## src/rtl/pipelined_adder_pkg.sv

```systemverilog
// Shared constants for the chunked pipelined adder: default geometry and
// the op_sub encoding.
package pipelined_adder_pkg;
  localparam int DEF_WIDTH = 16;
  localparam int DEF_CHUNK = 4;

  typedef enum logic {
    OP_ADD = 1'b0,
    OP_SUB = 1'b1
  } op_e;
endpackage

```

## src/rtl/chunk_adder.sv

```systemverilog
// CHUNK-bit combinational ripple-carry slice. It also exposes the carry
// into its top bit, so that the slice holding the word MSB can produce the
// signed overflow flag.
module chunk_adder #(
  parameter int CHUNK = 4
) (
  input  logic [CHUNK-1:0] a,
  input  logic [CHUNK-1:0] b,
  input  logic             carry_in,
  output logic [CHUNK-1:0] sum,
  output logic             carry_out,
  output logic             carry_msb
);
  logic [CHUNK:0] c;

  // ripple the carry through the slice, starting from bit 0
  always_comb begin
    c    = '0;
    c[0] = carry_in;
    for (int i = 0; i < CHUNK; i++)
      c[i+1] = (a[i] & b[i]) | (c[i] & (a[i] ^ b[i]));
  end

  assign sum       = a ^ b ^ c[CHUNK-1:0];
  assign carry_out = c[CHUNK];
  assign carry_msb = c[CHUNK-1];
endmodule

```

## src/rtl/pipelined_adder.sv

```systemverilog
// Pipelined add/sub. Each stage adds one CHUNK of the operands. The operand
// chunks that are still to be added ride along in skew registers, and the
// result chunks already produced ride along in deskew registers, so that the
// whole word leaves the last stage together. One global enable stalls every
// stage at once when the output is blocked.
module pipelined_adder
  import pipelined_adder_pkg::*;
#(
  parameter int WIDTH = DEF_WIDTH,
  parameter int CHUNK = DEF_CHUNK
) (
  input  logic             clk,
  input  logic             rst_n,
  input  logic             in_valid,
  output logic             in_ready,
  input  logic [WIDTH-1:0] a,
  input  logic [WIDTH-1:0] b,
  input  logic             carry_in,
  input  logic             op_sub,
  output logic             out_valid,
  input  logic             out_ready,
  output logic [WIDTH-1:0] sum,
  output logic             carry_out,
  output logic             overflow,
  output logic             zero
);
  localparam int STAGES = WIDTH / CHUNK;

  logic                         en;
  logic [STAGES-1:0]            vld_q;
  logic [STAGES:0]              vld_pipe;

  // registered state per stage
  logic [STAGES-1:0][WIDTH-1:0] a_q, b_q, r_q;
  logic [STAGES-1:0]            c_q;
  logic                         ovf_q;

  // combinational stage inputs and results
  logic [STAGES-1:0][WIDTH-1:0] st_a, st_b, st_r, r_nxt;
  logic [STAGES-1:0]            st_c;
  logic [STAGES-1:0][CHUNK-1:0] s_chk;
  logic [STAGES-1:0]            co_chk, cm_chk;

  // Low chunks of the skew registers, the last stage's operand copy and the
  // carry-into-MSB of the inner slices are never consumed.
  logic unused_bits;
  assign unused_bits = ^{a_q, b_q, cm_chk};

  assign en       = out_ready | ~out_valid;
  assign in_ready = en;
  assign vld_pipe = {vld_q, in_valid};

  // Stage 0 takes the raw operands. Subtract is A + ~B + 1, so B is
  // inverted and the carry is forced to 1. Later stages take the previous
  // stage's registers.
  always_comb begin
    st_a    = '0;
    st_b    = '0;
    st_r    = '0;
    st_c    = '0;
    st_a[0] = a;
    st_b[0] = (op_e'(op_sub) == OP_SUB) ? ~b : b;
    st_c[0] = (op_e'(op_sub) == OP_SUB) ? 1'b1 : carry_in;
    for (int k = 1; k < STAGES; k++) begin
      st_a[k] = a_q[k-1];
      st_b[k] = b_q[k-1];
      st_r[k] = r_q[k-1];
      st_c[k] = c_q[k-1];
    end
  end

  for (genvar k = 0; k < STAGES; k++) begin : g_stage
    chunk_adder #(.CHUNK(CHUNK)) u_add (
      .a         (st_a[k][k*CHUNK +: CHUNK]),
      .b         (st_b[k][k*CHUNK +: CHUNK]),
      .carry_in  (st_c[k]),
      .sum       (s_chk[k]),
      .carry_out (co_chk[k]),
      .carry_msb (cm_chk[k])
    );
  end

  // merge each stage's new chunk into the partial result it passes on
  always_comb begin
    r_nxt = st_r;
    for (int k = 0; k < STAGES; k++)
      r_nxt[k][k*CHUNK +: CHUNK] = s_chk[k];
  end

  // advance every stage together when enabled and hold them all otherwise
  always_ff @(posedge clk or negedge rst_n) begin
    if (!rst_n) begin
      vld_q <= '0;
      a_q   <= '0;
      b_q   <= '0;
      r_q   <= '0;
      c_q   <= '0;
      ovf_q <= 1'b0;
    end else if (en) begin
      vld_q <= vld_pipe[STAGES-1:0];
      a_q   <= st_a;
      b_q   <= st_b;
      r_q   <= r_nxt;
      c_q   <= co_chk;
      ovf_q <= cm_chk[STAGES-1] ^ co_chk[STAGES-1];
    end
  end

  assign out_valid = vld_q[STAGES-1];
  assign sum       = r_q[STAGES-1];
  assign carry_out = c_q[STAGES-1];
  assign overflow  = ovf_q;
  // qualified by valid so that reset (sum = 0) reports zero = 0
  assign zero      = out_valid & ~|r_q[STAGES-1];
endmodule

```

## config.mk

```make
export PLATFORM = sky130hd
export DESIGN_NAME = pipelined_adder
export DESIGN_NICKNAME = d
export VERILOG_FILES = /design/src/rtl/pipelined_adder_pkg.sv /design/src/rtl/chunk_adder.sv /design/src/rtl/pipelined_adder.sv
export SDC_FILE = /design/constraint.sdc
export NUM_CORES = 1
export LEC_CHECK = 0
export CORE_UTILIZATION = 50
export CTS_CLUSTER_DIAMETER = 100
export DETAILED_ROUTE_END_ITERATION = 16
export PLACE_DENSITY = 0.73
export SYNTH_ARGS = -nofsm -noshare
export SYNTH_HDL_FRONTEND = slang
export SYNTH_HIERARCHICAL = 1
export SYNTH_SLANG_ARGS = --single-unit
```

## constraint.sdc

```tcl
create_clock -name clk -period 5.47 [get_ports clk]
set_clock_uncertainty 0.05 [all_clocks]
set_input_delay 0.8205 -clock clk [delete_from_list [all_inputs] [get_ports clk]]
set_output_delay 0.8205 -clock clk [all_outputs]
set_load 0.01 [all_outputs]
```

==> key figures, run 1 <==
Floorplan
  • Die Y: 96.76 um
  • Core area: approximately 8700 um^2
  • # IOs: 59
  • Die area: roughly 9400 um^2
  • Rows: 34
  • Starting density of the core: 0.5148
  • Die W: 96.76 um

Power
  • Seq pwr share: 0.429
  • P per Cell Area: approximately 560 nW/um^2
  • Internal power: roughly 2.1 mW
  • Final Total Pwr: between 2 and 3 mW
  • P_sw: 0.8838 mW
  • Clock power frac: 0.170
  • Sw Share: 0.2999
  • P_leak: between 2 and 2.5 nW
  • IR drop worst, VDD: ~0.3 mV
  • Logic pwr share: 0.400

Synth
  • Yosys cell types: 18
  • Synth Instances: between 200 and 300
  • Syn nets: 348
  • Yosys reg bits: between 90 and 100
  • Mapped cell area: approximately 4500 um^2
  • Yosys top cell by area: dfrtp_1
  • Avg Inst Size Synth: between 15 and 20 um^2
  • Cells taking the most area after synthesis: dfrtp_1 54%, mux2_4 20%, fa_1 7.1%
  • Synth top area share: 0.5407
  • Register area share after synthesis: 0.5407
  • Synthesis Warnings: 6

Clocking
  • Setup Fix Bufs, Post-CTS: 0
  • Post-CTS sizing: 0
  • CTS tree: done
  • # clock sinks: slightly below 100
  • H-tree levels: 3
  • Root buffer cell: clkbuf_8
  • Hold Buf Count CTS: 0
  • Max Root-Sink Buffers: 2
  • Num CTS Buffers: 9
  • Worst-Skew Late Latency: 0.36 ns
  • Clk slew on worst S/H paths: ~0.09 ns

Critical path
  • Crit end category: register
  • CP required: 5.67 ns
  • Reg-to-reg setup timing slack: slightly above 3 ns
  • Critical path peak fanout: 8
  • WP data arrival: ~3.5 ns
  • Reg2Reg Depth: 3
  • Crit Path Class: in2reg
  • Crit start category: input port
  • R2r endpoint: r_nxt[55]$_DFFE_PN0P_
  • Worst r2r src: vld_q[3]$_DFFE_PN0P_
  • CP startpoint: op_sub

Placement
  • Setup WS pre-CTS: between 1.5 and 2 ns
  • RePlAce Congestion: 0.6737
  • Number of port buffers: 58
  • Hpwl dp: 4.662 mm
  • Placed insts: around 450

STA
  • Hold Slack: around 0.32 ns
  • Fin worst setup slack: roughly 2.2 ns
  • Final Max Tran Viols: 0
  • Min cycle time layout: roughly 3.3 ns
  • Hold Fails Final Rpt: 0
  • Period utilization: 0.6041
  • Total Neg Setup Slack: 0 ns
  • Setup violators final: 0
  • FMAX: 302.6 MHz
  • Slew HR: 0.2848
  • RSZ-0062 raised after global routing: false
  • Slew @ Worst Pin: about 1.1 ns

GRT
  • GRT Total Usage: 0.1597
  • M3 GR Usage: 0.04769
  • Initial antenna violation count: 0
  • Vias in the first global route: about 2,400
  • Largest net degree at the start of global routing: 74
  • Met2 Use GR: 0.2308
  • Met1 usage: 0.2294
  • Grt ovf: 0
  • Busiest grt layer: met2
  • First-pass GRT wire length: between 10 and 15 mm

Drt
  • DRT Pass-1 Iters: 4
  • Vias: 2,264
  • Post-DRT Antenna Nets: 0
  • WL/cell: between 10 and 15 um
  • Vias per inst: 4.879
  • DRC Markers: 0
  • Routed WL: ~6.7 mm
  • First DRT Iteration DRCs: 56

Layout
  • Share of layout cells above drive strength 1: 0.2921
  • Most frequent cells in the layout: 97 x dfrtp_1, 61 x mux2_4, 57 x clkdlybuf4s50_1
  • Post-layout nets: about 410
  • Commonest non-fill, non-tap cell in the layout: dfrtp_1
  • Syn-to-layout area delta: 18.23%
  • Final std cells w/o fill: between 400 and 500
  • ANT cells: 0

Run status
  • Status: finished, final reports clean

Flow run
  • Max-cap violations: 0

Hold path
  • HP Class: in2async
## state kept, by name (all words and copies together) (netlist names)
signal    count
a_q          24
b_q          24
c_q           4
overflow      1
r_nxt        24
sum          16
vld_q         4
## cells in the mapped netlist
library cell   n
a21oi_1       13
buf_2          3
buf_4          2
buf_6          9
dfrtp_1       97
fa_1          16
inv_1         32
mux2_2        22
mux2_4        61
nand2b_1       1
nand2b_4       1
nand4_1        1
nor2_1        14
nor4_1         3
nor4b_1        1
or2_2          1
xnor2_1       13
xor2_1         4
## worst max-delay path, stage by stage
cell,delay [ns]
clkdlybuf4s50_1,0.73
xor2_1,0.24
fa_1,0.20
inv_1,0.05
fa_1,0.37
fa_1,0.36
inv_1,0.07
fa_1,0.39
mux2_2,0.27
## worst max-delay path by stage
stage,endpoint,slack (ns),depth (start not counted)
final,r_nxt[19]$_DFFE_PN0P_,2.17,9
after global placement,r_nxt[19]$_DFFE_PN0P_,1.81,9
after global routing,r_nxt[19]$_DFFE_PN0P_,2.03,9
after CTS,r_nxt[19]$_DFFE_PN0P_,2.16,9
after detailed placement,r_nxt[19]$_DFFE_PN0P_,1.77,9
after floorplan,r_nxt[19]$_DFFE_PN0P_,2.27,10
## cell families (layout without fill, tap and decap cells)
group	count (synthesis)	in the layout	synth area share
buf+inv	46	108	0.05602
mux	83	83	0.2592
xor+xnor	17	17	0.03317
fa+ha+maj	16	16	0.07135
simple gates	22	22	0.02509
compound gates	13	13	0.01449
flops	97	97	0.5407
## cell type report
class	instances	area (um^2)
Multi-Input combinational cell	151	1810
Fill cell	666	3413
Inverter	32	120.1
Tap cell	108	135.1
Clock buffer	9	123.9
Sequential cell	97	2427
Clock inverter	6	90.09
Timing Repair Buffer	61	600.6
## through the flow
stage	area, um^2	utilization
6_report	5308	0.6086
3_5_place_dp	5094	0.5841
4_1_cts	5308	0.6086
3_3_place_gp	5094	0.5841
5_1_grt	5308	0.6086
2_1_floorplan	4489	-
## metal layers
layer | vias to the layer above | share of wire
li1 | 1072 | -
met1 | 1138 | 0.49
met2 | 44 | 0.45
met3 | 10 | 0.038
met4 | 0 | 0.017
met5 | - | 0
## power groups by stage
stage | clock network [mW] | registers (mW) | logic, mW
6_report | 0.502 | 1.27 | 1.18
5_1_grt | 0.544 | 1.31 | 1.31
4_1_cts | 0.514 | 1.27 | 1.20
3_5_place_dp | 0 | 1.29 | 1.20
3_3_place_gp | 0 | 1.27 | 1.15
2_1_floorplan | 0 | 1.25 | 0.881
Note: power is estimated with default switching activity, not from simulation.
==> inputs of run 2 (changes only) <==
--- a/config.mk
+++ b/config.mk
@@ -8,7 +8,7 @@
 export CORE_UTILIZATION = 50
 export CTS_CLUSTER_DIAMETER = 100
 export DETAILED_ROUTE_END_ITERATION = 16
-export PLACE_DENSITY = 0.73
+export PLACE_DENSITY = 0.76
 export SYNTH_ARGS = -nofsm -noshare
 export SYNTH_HDL_FRONTEND = slang
 export SYNTH_HIERARCHICAL = 1
==> constraint.sdc (replaced) <==
create_clock -name clk -period 2.7 [get_ports clk]
set_clock_uncertainty 0.05 [all_clocks]
set_input_delay 0.405 -clock clk [delete_from_list [all_inputs] [get_ports clk]]
set_output_delay 0.405 -clock clk [all_outputs]
set_load 0.01 [all_outputs]
==> key figures, run 2 (same netlist as run 1, synthesis figures left out) <==
Drt
  • DRC Markers: 0 (unchanged)
  • Vias per inst: 4.868 (-0.24%)
  • WL/cell: 15.31 um (+6.3%)
  • First DRT Iteration DRCs: 85 (+52%)
  • Routed WL: 7.167 mm (+7.2%)
  • Vias: 2,278 (+0.62%)
  • Post-DRT Antenna Nets: 0 (unchanged)
  • DRT Pass-1 Iters: 4 (unchanged)

Power
  • Internal power: 4.217 mW (+100%)
  • P_leak: 2.541 nW (+2.4%)
  • Logic pwr share: 0.400 (about the same)
  • Final Total Pwr: 6.077 mW (+110%)
  • Seq pwr share: 0.426 (-0.003)
  • P_sw: 1.859 mW (+110%)
  • P per Cell Area: 1119 nW/um^2 (+100%)
  • Sw Share: 0.3060 (+0.006044)
  • Clock power frac: 0.173 (+0.003)
  • IR drop worst, VDD: 0.5334 mV (+82%)

STA
  • FMAX: between 300 and 400 MHz
  • Slew @ Worst Pin: 0.5263 ns (-0.5465 ns)
  • Hold Slack: 0.4560 ns (+0.1383 ns)
  • RSZ-0062 raised after global routing: false
  • Hold Fails Final Rpt: 0 (unchanged)
  • Setup violators final: 0 (unchanged)
  • Period utilization: 0.9615
  • Total Neg Setup Slack: 0 ns (unchanged)
  • Slew HR: 0.6491 (+0.3643)
  • Final Max Tran Viols: 0 (unchanged)
  • Min cycle time layout: approximately 2.6 ns

Hold path
  • HP Class: reg2reg

Layout
  • Share of layout cells above drive strength 1: 0.3111 (+0.01898)
  • Finished Cell Area: 5430 um^2 (+2.3%)
  • ANT cells: 0 (unchanged)
  • Core Util, Final: 0.6227 (+0.01406)
  • Post-layout nets: 409 (+0.74%)
  • Commonest non-fill, non-tap cell in the layout: dfrtp_1
  • Most frequent cells in the layout: 97 x dfrtp_1, 61 x mux2_4, 55 x clkdlybuf4s50_1
  • Syn-to-layout area delta: 20.96%

GRT
  • M3 GR Usage: 0.03613 (-0.01156)
  • GRT Total Usage: 0.1656 (+0.005919)
  • Grt ovf: 0 (unchanged)
  • First-pass GRT wire length: 12.25 mm (+5.1%)
  • Largest net degree at the start of global routing: 65 (-12%)
  • Vias in the first global route: 2,514 (+5.9%)
  • Met2 Use GR: 0.2514 (+0.02059)
  • Initial antenna violation count: 0 (unchanged)
  • Met1 usage: 0.2362 (+0.006866)
  • Busiest grt layer: met2

Placement
  • DP Area: 5166 um^2 (+1.4%)
  • Hpwl dp: 4.921 mm (+5.5%)
  • RePlAce Congestion: 0.7375 (+9.5%)
  • Number of port buffers: 58 (unchanged)

Critical path
  • Crit Path Class: in2reg
  • R2r endpoint: sum[15]$_DFFE_PN0P_
  • WP data arrival: 2.81 ns (-0.69 ns)
  • Reg2Reg Depth: 7 (+4)
  • Slowest cell on the critical path: clkdlybuf4s50_1
  • Critical Path Most Common Cell: fa_1
  • CP startpoint: b[0]
  • Crit start category: input port
  • CP Cell Sequence: clkdlybuf4s50_1 > xor2_2 > fa_1 > inv_1 > fa_1 > fa_1 > inv_1 > fa_1 > mux2_2
  • CP required: 2.91 ns (-2.76 ns)
  • Worst r2r src: a_q[44]$_DFFE_PN0P_
  • Slowest stage delay, CP: 0.51 ns (-0.22 ns)
  • Critical path peak fanout: 1 (-7)
  • Reg-to-reg setup timing slack: 0.31 ns (-2.75 ns)
  • Crit end category: register
  • Critical Path Sink: r_nxt[19]$_DFFE_PN0P_

Clocking
  • Num CTS Buffers: 9 (unchanged)
  • Max Root-Sink Buffers: 2 (unchanged)
  • H-tree levels: 3 (unchanged)
  • # clock sinks: 97 (unchanged)
  • Root buffer cell: clkbuf_8
  • Clk slew on worst S/H paths: 0.11 ns (+0.02 ns)
  • Worst-Skew Late Latency: 0.36 ns (about the same)
  • CTS tree: done

Run status
  • Status: finished, final reports clean

Floorplan
  • Core area: 8721 um^2 (unchanged)
  • Rows: 34 (unchanged)
  • # IOs: 59 (unchanged)
  • Die area: 9362 um^2 (unchanged)
  • Starting density of the core: 0.5148 (unchanged)
  • Die Y: 96.76 um (unchanged)
  • Die W: 96.76 um (unchanged)

Flow run
  • Max-cap violations: 0 (unchanged)
[run 2: cell count changes in the layout (fill, tap and decap cells not counted), sizes merged]
cell | before | now
buf | 4 | 6
clkinvlp | 1 | 2
inv | 34 | 33
clkdlybuf4s50 | 57 | 55
dlygate4sd2 | 0 | 1
dlygate4sd3 | 0 | 1
clkinv | 1 | 2
dlymetal6s2s | 0 | 1
[run 2: layer usage]
layer | share of wire | vias up
met5 | 0 | -
met4 | 0.019 | 0
met3 | 0.032 | 10
met2 | 0.46 | 43
met1 | 0.48 | 1137
li1 | - | 1088
[run 2: worst max-delay path: cells and delay by family]
kind / cells / cell delay [ns]
adders and majority gates: 4 / 1.33
buffers and inverters: 3 / 0.65
muxes: 1 / 0.27
xor gates and xnor gates: 1 / 0.16
[run 2: final cells by class]
class                   instances  area (um^2)
repair buffers                 64        676.9
fillers                       633         3291
flip-flops and latches         97         2427
well taps                     108        135.1
multi-input cells             151         1843
inverters                      32        120.1
clock inverters                 7        103.9
clock buffers                   9        123.9
[run 2: power by group through the flow]
stage	registers (mW)	clock network [mW]	logic [mW]
after CTS	2.59	1.07	2.46
after global placement	2.58	0	2.35
after global routing	2.68	1.13	2.69
final	2.59	1.05	2.43
after floorplan	2.52	0	1.79
after detailed placement	2.61	0	2.44
[run 2: stage by stage]
step	worst slack [ns]	instances
CTS	0.03004	468
floorplan	0.006972	294
finish	0.1041	468
detailed placement	-0.4069	451
global placement	-0.3492	451
global route	0.03236	468
[run 2: worst min path at each step]
stage	start	to	slack (ns)	cells past startpoint
floorplan	rst_n	a_q[10]$_DFFE_PN0P_	0.06	0
global placement	rst_n	b_q[13]$_DFFE_PN0P_	0.36	1
detailed placement	rst_n	b_q[13]$_DFFE_PN0P_	0.37	1
CTS	b_q[8]$_DFFE_PN0P_	b_q[24]$_DFFE_PN0P_	0.46	1
global route	b_q[8]$_DFFE_PN0P_	b_q[24]$_DFFE_PN0P_	0.47	1
finish	b_q[8]$_DFFE_PN0P_	b_q[24]$_DFFE_PN0P_	0.46	1
[run 2: timing repair]
item / 4_1_cts / 5_1_grt
pin swaps: 0 / 1
hold buffers: 1 / 0
buffers inserted: 0 / 0
endpoints found under the setup margin: 2 / 1
gates resized for setup: 2 / 4
hold endpoints to repair: 41 / 0
